`src/rtl/program_loader_pkg.sv`:
```
// Shared types and constants for the program loader: FSM states, frame sync bytes,
// sticky error codes and core opcodes so frames can be built symbolically.
package program_loader_pkg;

    typedef enum logic [2:0] {
        S_IDLE,
        S_ADDR,
        S_COUNT,
        S_DHI,
        S_DLO,
        S_WR,
        S_CSUM
    } state_t;

    localparam logic [7:0] SYNC_IMEM_DEF = 8'hA5;
    localparam logic [7:0] SYNC_DMEM_DEF = 8'h5A;
    localparam logic [7:0] SYNC_GO_DEF   = 8'hC3;

    localparam logic [1:0] ERR_NONE    = 2'd0;
    localparam logic [1:0] ERR_CSUM    = 2'd1;
    localparam logic [1:0] ERR_COUNT   = 2'd2;
    localparam logic [1:0] ERR_TIMEOUT = 2'd3;

    localparam logic [3:0] ADD  = 4'h1;
    localparam logic [3:0] SUB  = 4'h2;
    localparam logic [3:0] LOAD = 4'h3;

    // A frame may write at most the whole memory once.
    function automatic logic count_bad(input logic [7:0] cnt, input int addr_w);
        return (cnt == 8'd0) || ({1'b0, cnt} > 9'(1 << addr_w));
    endfunction

endpackage

```
`src/rtl/program_loader_timeout.sv`:
```
// Inter-byte idle counter: cleared on each accepted byte, counts while enabled,
// holds at LIMIT and flags expired; LIMIT of 0 never expires.
module loader_timeout #(
    parameter int LIMIT = 1024
) (
    input  logic clk,
    input  logic rst,
    input  logic clear,
    input  logic enable,
    output logic expired
);

    localparam int CW = (LIMIT < 2) ? 1 : $clog2(LIMIT + 1);
    localparam logic [CW-1:0] LIM = CW'(LIMIT);

    logic [CW-1:0] cnt;

    assign expired = (LIMIT != 0) && (cnt == LIM);

    always_ff @(posedge clk or posedge rst) begin
        if (rst) begin
            cnt <= '0;
        end else if (clear) begin
            cnt <= '0;
        end else if (enable && !expired) begin
            cnt <= cnt + 1'b1;
        end
    end

endmodule

```
`src/rtl/program_loader.sv`:
```
// Framed byte stream -> imem/dmem write strobes; holds the core until a GO byte.
// Write strobe one cycle after a word's last byte; in_ready drops only during that write cycle.
module program_loader
    import program_loader_pkg::*;
#(
    parameter int         IADDR_W   = 4,
    parameter int         DADDR_W   = 4,
    parameter logic [7:0] SYNC_IMEM = SYNC_IMEM_DEF,
    parameter logic [7:0] SYNC_DMEM = SYNC_DMEM_DEF,
    parameter logic [7:0] SYNC_GO   = SYNC_GO_DEF,
    parameter int         TIMEOUT   = 1024
) (
    input  logic               clk,
    input  logic               rst,
    input  logic               in_valid,
    input  logic [7:0]         in_data,
    output logic               in_ready,
    output logic               imem_we,
    output logic [IADDR_W-1:0] imem_addr,
    output logic [15:0]        imem_wdata,
    output logic               dmem_we,
    output logic [DADDR_W-1:0] dmem_addr,
    output logic [7:0]         dmem_wdata,
    output logic               cpu_hold,
    output logic               busy,
    output logic               done,
    output logic [1:0]         err
);

    state_t     state, state_nxt;
    logic       is_dmem;
    logic [7:0] addr_q, count_q, sum_q, hi_q, lo_q;
    logic [7:0] sum_nxt;
    logic [1:0] err_nxt;
    logic       done_nxt, hold_nxt;
    logic       xfer, expired;

    assign xfer    = in_valid && in_ready;
    assign sum_nxt = sum_q + in_data;
    assign busy    = (state != S_IDLE);

    assign imem_we    = (state == S_WR) && !is_dmem;
    assign dmem_we    = (state == S_WR) && is_dmem;
    assign imem_addr  = addr_q[IADDR_W-1:0];
    assign dmem_addr  = addr_q[DADDR_W-1:0];
    assign imem_wdata = {hi_q, lo_q};
    assign dmem_wdata = hi_q;

    loader_timeout #(.LIMIT(TIMEOUT)) u_timeout (
        .clk     (clk),
        .rst     (rst),
        .clear   (xfer || !busy),
        .enable  (busy),
        .expired (expired)
    );

    always_comb begin
        state_nxt = state;
        in_ready  = (state != S_WR);
        err_nxt   = err;
        done_nxt  = 1'b0;
        hold_nxt  = cpu_hold;
        case (state)
            S_IDLE: if (in_valid) begin
                if (in_data == SYNC_IMEM || in_data == SYNC_DMEM) begin
                    state_nxt = S_ADDR;
                    hold_nxt  = 1'b1;
                    err_nxt   = ERR_NONE;
                end else if (in_data == SYNC_GO) begin
                    hold_nxt = 1'b0;
                end
            end
            S_ADDR:  if (xfer) state_nxt = S_COUNT;
            S_COUNT: if (xfer) begin
                if (count_bad(in_data, is_dmem ? DADDR_W : IADDR_W)) begin
                    state_nxt = S_IDLE;
                    err_nxt   = ERR_COUNT;
                end else begin
                    state_nxt = S_DHI;
                end
            end
            S_DHI:   if (xfer) state_nxt = is_dmem ? S_WR : S_DLO;
            S_DLO:   if (xfer) state_nxt = S_WR;
            S_WR:    state_nxt = (count_q == 8'd1) ? S_CSUM : S_DHI;
            S_CSUM:  if (xfer) begin
                state_nxt = S_IDLE;
                if (sum_nxt == 8'd0) done_nxt = 1'b1;
                else                 err_nxt  = ERR_CSUM;
            end
            default: state_nxt = S_IDLE;
        endcase
        // A byte arriving on the expiry cycle still counts; the write cycle is never aborted.
        if (busy && state != S_WR && !xfer && expired) begin
            state_nxt = S_IDLE;
            err_nxt   = ERR_TIMEOUT;
        end
    end

    always_ff @(posedge clk or posedge rst) begin
        if (rst) begin
            state    <= S_IDLE;
            is_dmem  <= 1'b0;
            addr_q   <= '0;
            count_q  <= '0;
            sum_q    <= '0;
            hi_q     <= '0;
            lo_q     <= '0;
            err      <= ERR_NONE;
            done     <= 1'b0;
            cpu_hold <= 1'b1;
        end else begin
            state    <= state_nxt;
            err      <= err_nxt;
            done     <= done_nxt;
            cpu_hold <= hold_nxt;
            if (state == S_WR) begin
                addr_q  <= addr_q + 8'd1;
                count_q <= count_q - 8'd1;
            end
            if (xfer) begin
                sum_q <= sum_nxt;
                case (state)
                    S_IDLE: begin
                        is_dmem <= (in_data == SYNC_DMEM);
                        sum_q   <= '0;
                    end
                    S_ADDR:  addr_q  <= in_data;
                    S_COUNT: count_q <= in_data;
                    S_DHI:   hi_q    <= in_data;
                    S_DLO:   lo_q    <= in_data;
                    default: ;
                endcase
            end
        end
    end

endmodule
```
`config.mk`:
```
export PLATFORM = sky130hd
export DESIGN_NAME = program_loader
export DESIGN_NICKNAME = d
export VERILOG_FILES = /design/src/rtl/program_loader_pkg.sv /design/src/rtl/program_loader_timeout.sv /design/src/rtl/program_loader.sv
export SDC_FILE = /design/constraint.sdc
export NUM_CORES = 1
export LEC_CHECK = 0
export ABC_AREA = 1
export CAP_MARGIN = 25
export CELL_PAD_IN_SITES_DETAIL_PLACEMENT = 2
export CELL_PAD_IN_SITES_GLOBAL_PLACEMENT = 2
export CORE_MARGIN = 2
export CORE_UTILIZATION = 32
export DETAILED_ROUTE_END_ITERATION = 10
export PLACE_DENSITY = 0.87
export SKIP_LAST_GASP = 1
export SLEW_MARGIN = 20
export SYNTH_ARGS = -nofsm -noshare
export SYNTH_HDL_FRONTEND = slang
export SYNTH_HIERARCHICAL = 1
export SYNTH_SLANG_ARGS = --single-unit
```
`constraint.sdc`:
```
create_clock -name clk -period 2.45 [get_ports clk]
set_input_delay 0.3675 -clock clk [delete_from_list [all_inputs] [get_ports clk]]
set_output_delay 0.3675 -clock clk [all_outputs]
set_load 0.01 [all_outputs]
```
==> results of run 1 <==
[area by class of cell]
type                       instances  share of cell area
timing repair buffer              68               0.150
sequential                        55               0.325
multi-input combinational        314               0.412
inverter                          56              0.0495
clock inverter                     3             0.00678
tap                              140              0.0413
clock buffer                       5              0.0162
[through the flow]
step	util	cell area [sq um]	setup slack, ns
final	0.395	4240	0.115
after global routing	0.395	4240	-0.00396
after CTS	0.394	4230	0.0171
after detailed placement	0.385	4140	-0.227
after global placement	0.385	4140	0.0423
after floorplan	-	3480	0.611
[kinds of logic (layout without fill, tap and decap cells)]
group           Yosys count  in the layout  synth area share
simple gates            230            230             0.324
buf+inv                  77            132             0.106
compound gates           63             63             0.106
flops                    55             55             0.395
fa+ha+maj                13             13            0.0488
xor+xnor                  8              8            0.0201
[state kept, by name (all words and copies together), names as in the netlist]
register / cells
addr_q: 4
count_q: 8
cpu_hold: 1
dmem_wdata: 8
done: 1
err: 2
is_dmem: 1
lo_q: 8
state: 3
sum_q: 8
u_timeout/cnt: 11
[cells in the final DEF (no fill, tap or decap), drive strengths merged, types with 2 or more instances in the layout]
master	netlist	routed
nor2	46	46
a21oi	11	11
buf	17	18
clkinv	0	3
ha	12	12
or2	2	2
xor2	5	5
dfrtp	54	54
a22o	5	5
inv	56	56
nor3	3	3
nand4	18	18
o21ai	38	38
clkbuf	4	5
nand3	35	35
clkdlybuf4s50	0	50
nand2	125	125
a31oi	3	3
o211ai	3	3
xnor2	3	3
[repair_timing]
action,in CTS,in global routing
hold buffers,0,0
endpoints found under the setup margin,0,2
resized for setup,0,4
endpoints found under the hold margin,0,0
[worst register-to-register path: stages (launching register included)]
cell and delay (ns):
dfrtp_1 0.42, ha_2 0.20, fa_2 0.36, nand2_1 0.10, nand2_1 0.08, nand3_1 0.09, nand2_1 0.06, nand2_1 0.06
nand2_1 0.11, nor2_2 0.17, nand2_1 0.10, nand2_1 0.07, nand2_1 0.10, nand2_2 0.10, nand2_1 0.06, nand2_1 0.07
[per-layer routing]
metal / routed length (um) / vias to the layer above / GRT usage
met5: 0 / - / 0
met3: 335 / 21 / 0.0338
met1: 4870 / 1675 / 0.242
met2: 6680 / 57 / 0.426
met4: 264 / 0 / 0.0650
li1: - / 1544 / -
[power by group through the flow]
stage	Sequential, W	Clock [W]	Combinational [W]
2_1_floorplan	0.00151	0	0.00146
3_3_place_gp	0.00151	0	0.00219
3_5_place_dp	0.00154	0	0.00237
4_1_cts	0.00153	0.000599	0.00241
5_1_grt	0.00156	0.000632	0.00265
6_report	0.00152	0.000580	0.00240
[worst paths after layout]
kind	cells past startpoint	slack (ns)	startpoint	endpoint
worst max-delay path	4	0.12	state[1]	imem_we
worst min-delay path	2	0.39	rst	u_timeout/cnt[2]
worst max register to register	15	0.26	sum_q[0]	err[1]
worst min register to register	2	0.51	lo_q[0]	lo_q[0]
max in group asynchronous	3	1.49	rst	lo_q[3]
min in group clk	2	0.51	lo_q[0]	lo_q[0]
==> impl_metrics.ini, run 1 <==
[detailed_routing]
ant_nets = 0
drt_iter0_markers = 85
first_pass_iters = 4
via_per_inst = 5.14
post-route-drc-count = 0
drt-wirelength-per-cell_um = 19.0
wirelength_mm = 12.2
vias = 3297

[layout]
drive_gt1_frac = 0.130
syn2layout_area_growth_pct = 21.8
finalNetCount = 524
regArea_sq_um = 1380
multiInputGateArea_sq_um = 1750
diodes = 0
finalNonFillerCells = 641
fillers = 1277

[timing]
max_slew_margin = 0.558
slew_violations = 0
tightest_slew_ns = 0.661
hold-worst-slack_ns = 0.393
hold_violations = 0
finalCritPeriodShare = 0.953
setup_violations = 0
skew_ns = 0.0182
period_needed_ns = 2.33
fmax_ghz = 0.428
tns_ns = 0

[worst_setup_path]
crit_path_start_kind = register
max_stage_delay_ns = 0.55
worstPathCellList = nor2_4 > nand2_2 > nor2_1 > clkdlybuf4s50_1
cp_max_fo = 12
critPathSlowestCell = clkdlybuf4s50_1
cp.required_ns = 2.08
path_class = reg -> out
crit_buf_inv = 1
crit_family = simple AND/OR/NAND/NOR gates
endpoint_kind = primary output
critical_path_arrival_ns = 1.97

[grt]
gr-total-overflow = 0
grt_pass1_vias = 3641
grt_usage = 0.219
grt_pass1_wl_mm = 19.5
grt_max_degree = 45
antenna_found_initial = 0

[pwr]
p_leak_nw = 2.02
max-vdd-ir-drop_mv = 0.377
switching_share = 0.453
comb_power_share = 0.533
clockPowerShare = 0.129
seq_power_share = 0.339
p_int_w = 0.00246
power.total_w = 0.00450
power_switching_w = 0.00204
powerDensity_nw_per_um2 = 1060

[floorplan]
ios = 51
rows = 38
start_util = 0.324
coreArea_sq_um = 10700
die-area_sq_um = 11700
dieHeight_um = 108
die-width_um = 108

[synth]
yosysTopAreaCell = dfrtp_1
synth_nets = 470
syn_avg_cell_area_sq_um = 7.81
synth_top_area_share = 0.388
syn_inst = 446
synthTopCellsByCount = nand2_1 (123), dfrtp_1 (54), inv_1 (51)
synth_top_flop_cell = dfrtp_1
ys_ff_latch = 55
yosysSeqAreaShare = 0.395
synthDistinctLibCells = 41
synth_area_sq_um = 3480
synth.area.top_cells = dfrtp_1 (39%), nand2_1 (13%), inv_1 (5.5%)
yosysMostFrequentCell = nand2_1
synth_edf_count = 0
synthArstFlopShare = 1.00
yosysWarnings = 6

[place]
place_inst = 633
dp_hpwl_mm = 9.40
port_buffers = 50
gp_congestion = 0.829

[status]
status = finished clean

[cts]
tritoncts = done
clk_path_buf_depth = 2
cts-root-buf = clkbuf_8
cts_sinks = 55
htree_levels = 2
cts_buffers = 5
clk_pin_slew_ns = 0.11
clk_latency_ns = 0.34
cts_setup_buffers = 0

[job]
drv_cap = 0

[worst_hold_path]
hold_path_class = in -> async
Note: power is estimated with default switching activity, not from simulation.
==> inputs of run 2 (changes only) <==
--- a/config.mk
+++ b/config.mk
@@ -7,12 +7,10 @@
 export LEC_CHECK = 0
 export ABC_AREA = 1
 export CAP_MARGIN = 25
-export CELL_PAD_IN_SITES_DETAIL_PLACEMENT = 2
-export CELL_PAD_IN_SITES_GLOBAL_PLACEMENT = 2
 export CORE_MARGIN = 2
-export CORE_UTILIZATION = 32
+export CORE_UTILIZATION = 42
 export DETAILED_ROUTE_END_ITERATION = 10
-export PLACE_DENSITY = 0.87
+export PLACE_DENSITY = 0.71
 export SKIP_LAST_GASP = 1
 export SLEW_MARGIN = 20
 export SYNTH_ARGS = -nofsm -noshare
==> run 2 against run 1 <==
Against the previous run:
- die area down 23%
- sequential power about the same
- clock power up 24%
- sequential cell count is the same
- global-route usage decreased by 3.2 points
- power decreased by 2.4%
- sequential share of layout area up 0.15 points
- register-to-register slack better by 0.11 ns
- largest power group unchanged
==> impl_metrics.ini, run 2 (synthesis results as in run 1) <==
[floorplan]
start_util = 0.428
dieHeight_um = 95.1
rows = 33
die-width_um = 95.1
die-area_sq_um = 9040
ios = 51
coreArea_sq_um = 8130

[worst_setup_path]
worstPathCellList = nor2_4 > nand2_2 > nor2_1 > clkdlybuf4s50_1
worst-r2r-setup-slack_ns = 0.37
path_class = reg -> out
rr_worst_depth = 7
r2r-start = state[1]
crit_buf_inv = 1
crit_family = buffers and inverters
critPathSlowestCell = clkdlybuf4s50_1
max_stage_delay_ns = 0.55
rr_endpoint = u_timeout/cnt[0]
critical_path_arrival_ns = 1.89
crit_path_start_kind = register
cp.required_ns = 2.08
endpoint_kind = primary output
cp_max_fo = 12

[cts]
cts_setup_buffers = 0
cts_buffers = 5
tritoncts = done
cts_resized = 0
cts_sinks = 55
htree_levels = 2
clk_path_buf_depth = 2
clk_latency_ns = 0.31
clk_pin_slew_ns = 0.10
hold_buffers = 0
cts-root-buf = clkbuf_8

[place]
pre_cts_ws_ns = -0.0650
dp_hpwl_mm = 6.23
port_buffers = 50
gp_congestion = 0.883

[timing]
fmax_ghz = 0.443
tns_ns = 0
hold_violations = 0
max_slew_margin = 0.620
finalCritPeriodShare = 0.921
tightest_slew_ns = 0.571
skew_ns = 0.00727
setup_slack_ns = 0.194
rsz0062_at_grt = no
setup_violations = 0
slew_violations = 0
period_needed_ns = 2.26

[detailed_routing]
vias = 3108
first_pass_iters = 4
wirelength_mm = 8.19
via_per_inst = 5.14
ant_nets = 0
post-route-drc-count = 0
drt_iter0_markers = 205
drt-wirelength-per-cell_um = 13.5

[pwr]
p_leak_nw = 2.03
powerDensity_nw_per_um2 = 1040
max-vdd-ir-drop_mv = 0.368
power.total_w = 0.00440

[layout]
drive_gt1_frac = 0.122
finalNetCount = 523
largest_reg_flops = 11
final_common_cell = nand2_1
regMostFlops = u_timeout/cnt
syn2layout_area_growth_pct = 21.3
final_util = 0.519
layout_common_cells = nand2_1 (123), dfrtp_1 (54), inv_1 (50), clkdlybuf4s50_1 (50), nor2_1 (38)
diodes = 0

[grt]
antenna_found_initial = 0
grt_pass1_wl_mm = 13.4
grt_usage = 0.187
grt_max_degree = 45
gr-total-overflow = 0
grt_pass1_vias = 2865

[job]
drv_cap = 0

[worst_hold_path]
hold_path_class = in -> async

[status]
status = finished clean
==> run 2: per-stage QoR <==
step	area [sq um]	hold slack [ns]	cells
3_5_place_dp	4090	0.471	597
6_report	4220	0.389	605
3_3_place_gp	4090	0.477	597
2_1_floorplan	3480	0.220	446
5_1_grt	4220	0.414	605
4_1_cts	4220	0.399	605
==> run 2: worst max-delay path by stage <==
stage | end | cells after the start | start | slack [ns]
floorplan | err[0] | 14 | in_data[0] | 0.61
global placement | err[1] | 15 | in_data[0] | -0.01
detailed placement | err[1] | 15 | in_data[0] | -0.06
CTS | imem_we | 4 | state[1] | 0.20
global route | err[0] | 16 | in_data[0] | 0.04
finish | imem_we | 4 | state[1] | 0.19
==> run 2: worst reg2reg max path: stages (launching register included) <==
cell and delay (ns):
dfrtp_1 0.50, nor2_4 0.16, nand2_2 0.20, nand2_1 0.19, nand2_1 0.15, inv_1 0.43
o21ai_1 0.20, o21ai_1 0.17
==> run 2: final cells by class <==
type | count | area [sq um]
tap | 105 | 131
inverter | 56 | 210
timing repair buffer | 67 | 628
clock inverter | 3 | 67.6
clock buffer | 5 | 68.8
sequential | 55 | 1380
fill | 735 | 3910
multi-input combinational | 314 | 1740
==> run 2: report_power, final <==
group          internal (W)  switching, W  total [W]
sequential          0.00122      0.000276    0.00149
clock              0.000408      0.000314   0.000721
combinational       0.00101       0.00117    0.00218
==> run 2: routing by layer <==
| metal | vias up | part of all wire | global-route usage |
|---|---|---|---|
| met2 | 68 | 0.50 | 0.322 |
| met4 | 0 | 0.0062 | 0.0374 |
| met1 | 1493 | 0.45 | 0.252 |
| li1 | 1543 | - | - |
| met3 | 4 | 0.038 | 0.0253 |
| met5 | - | 0 | 0 |
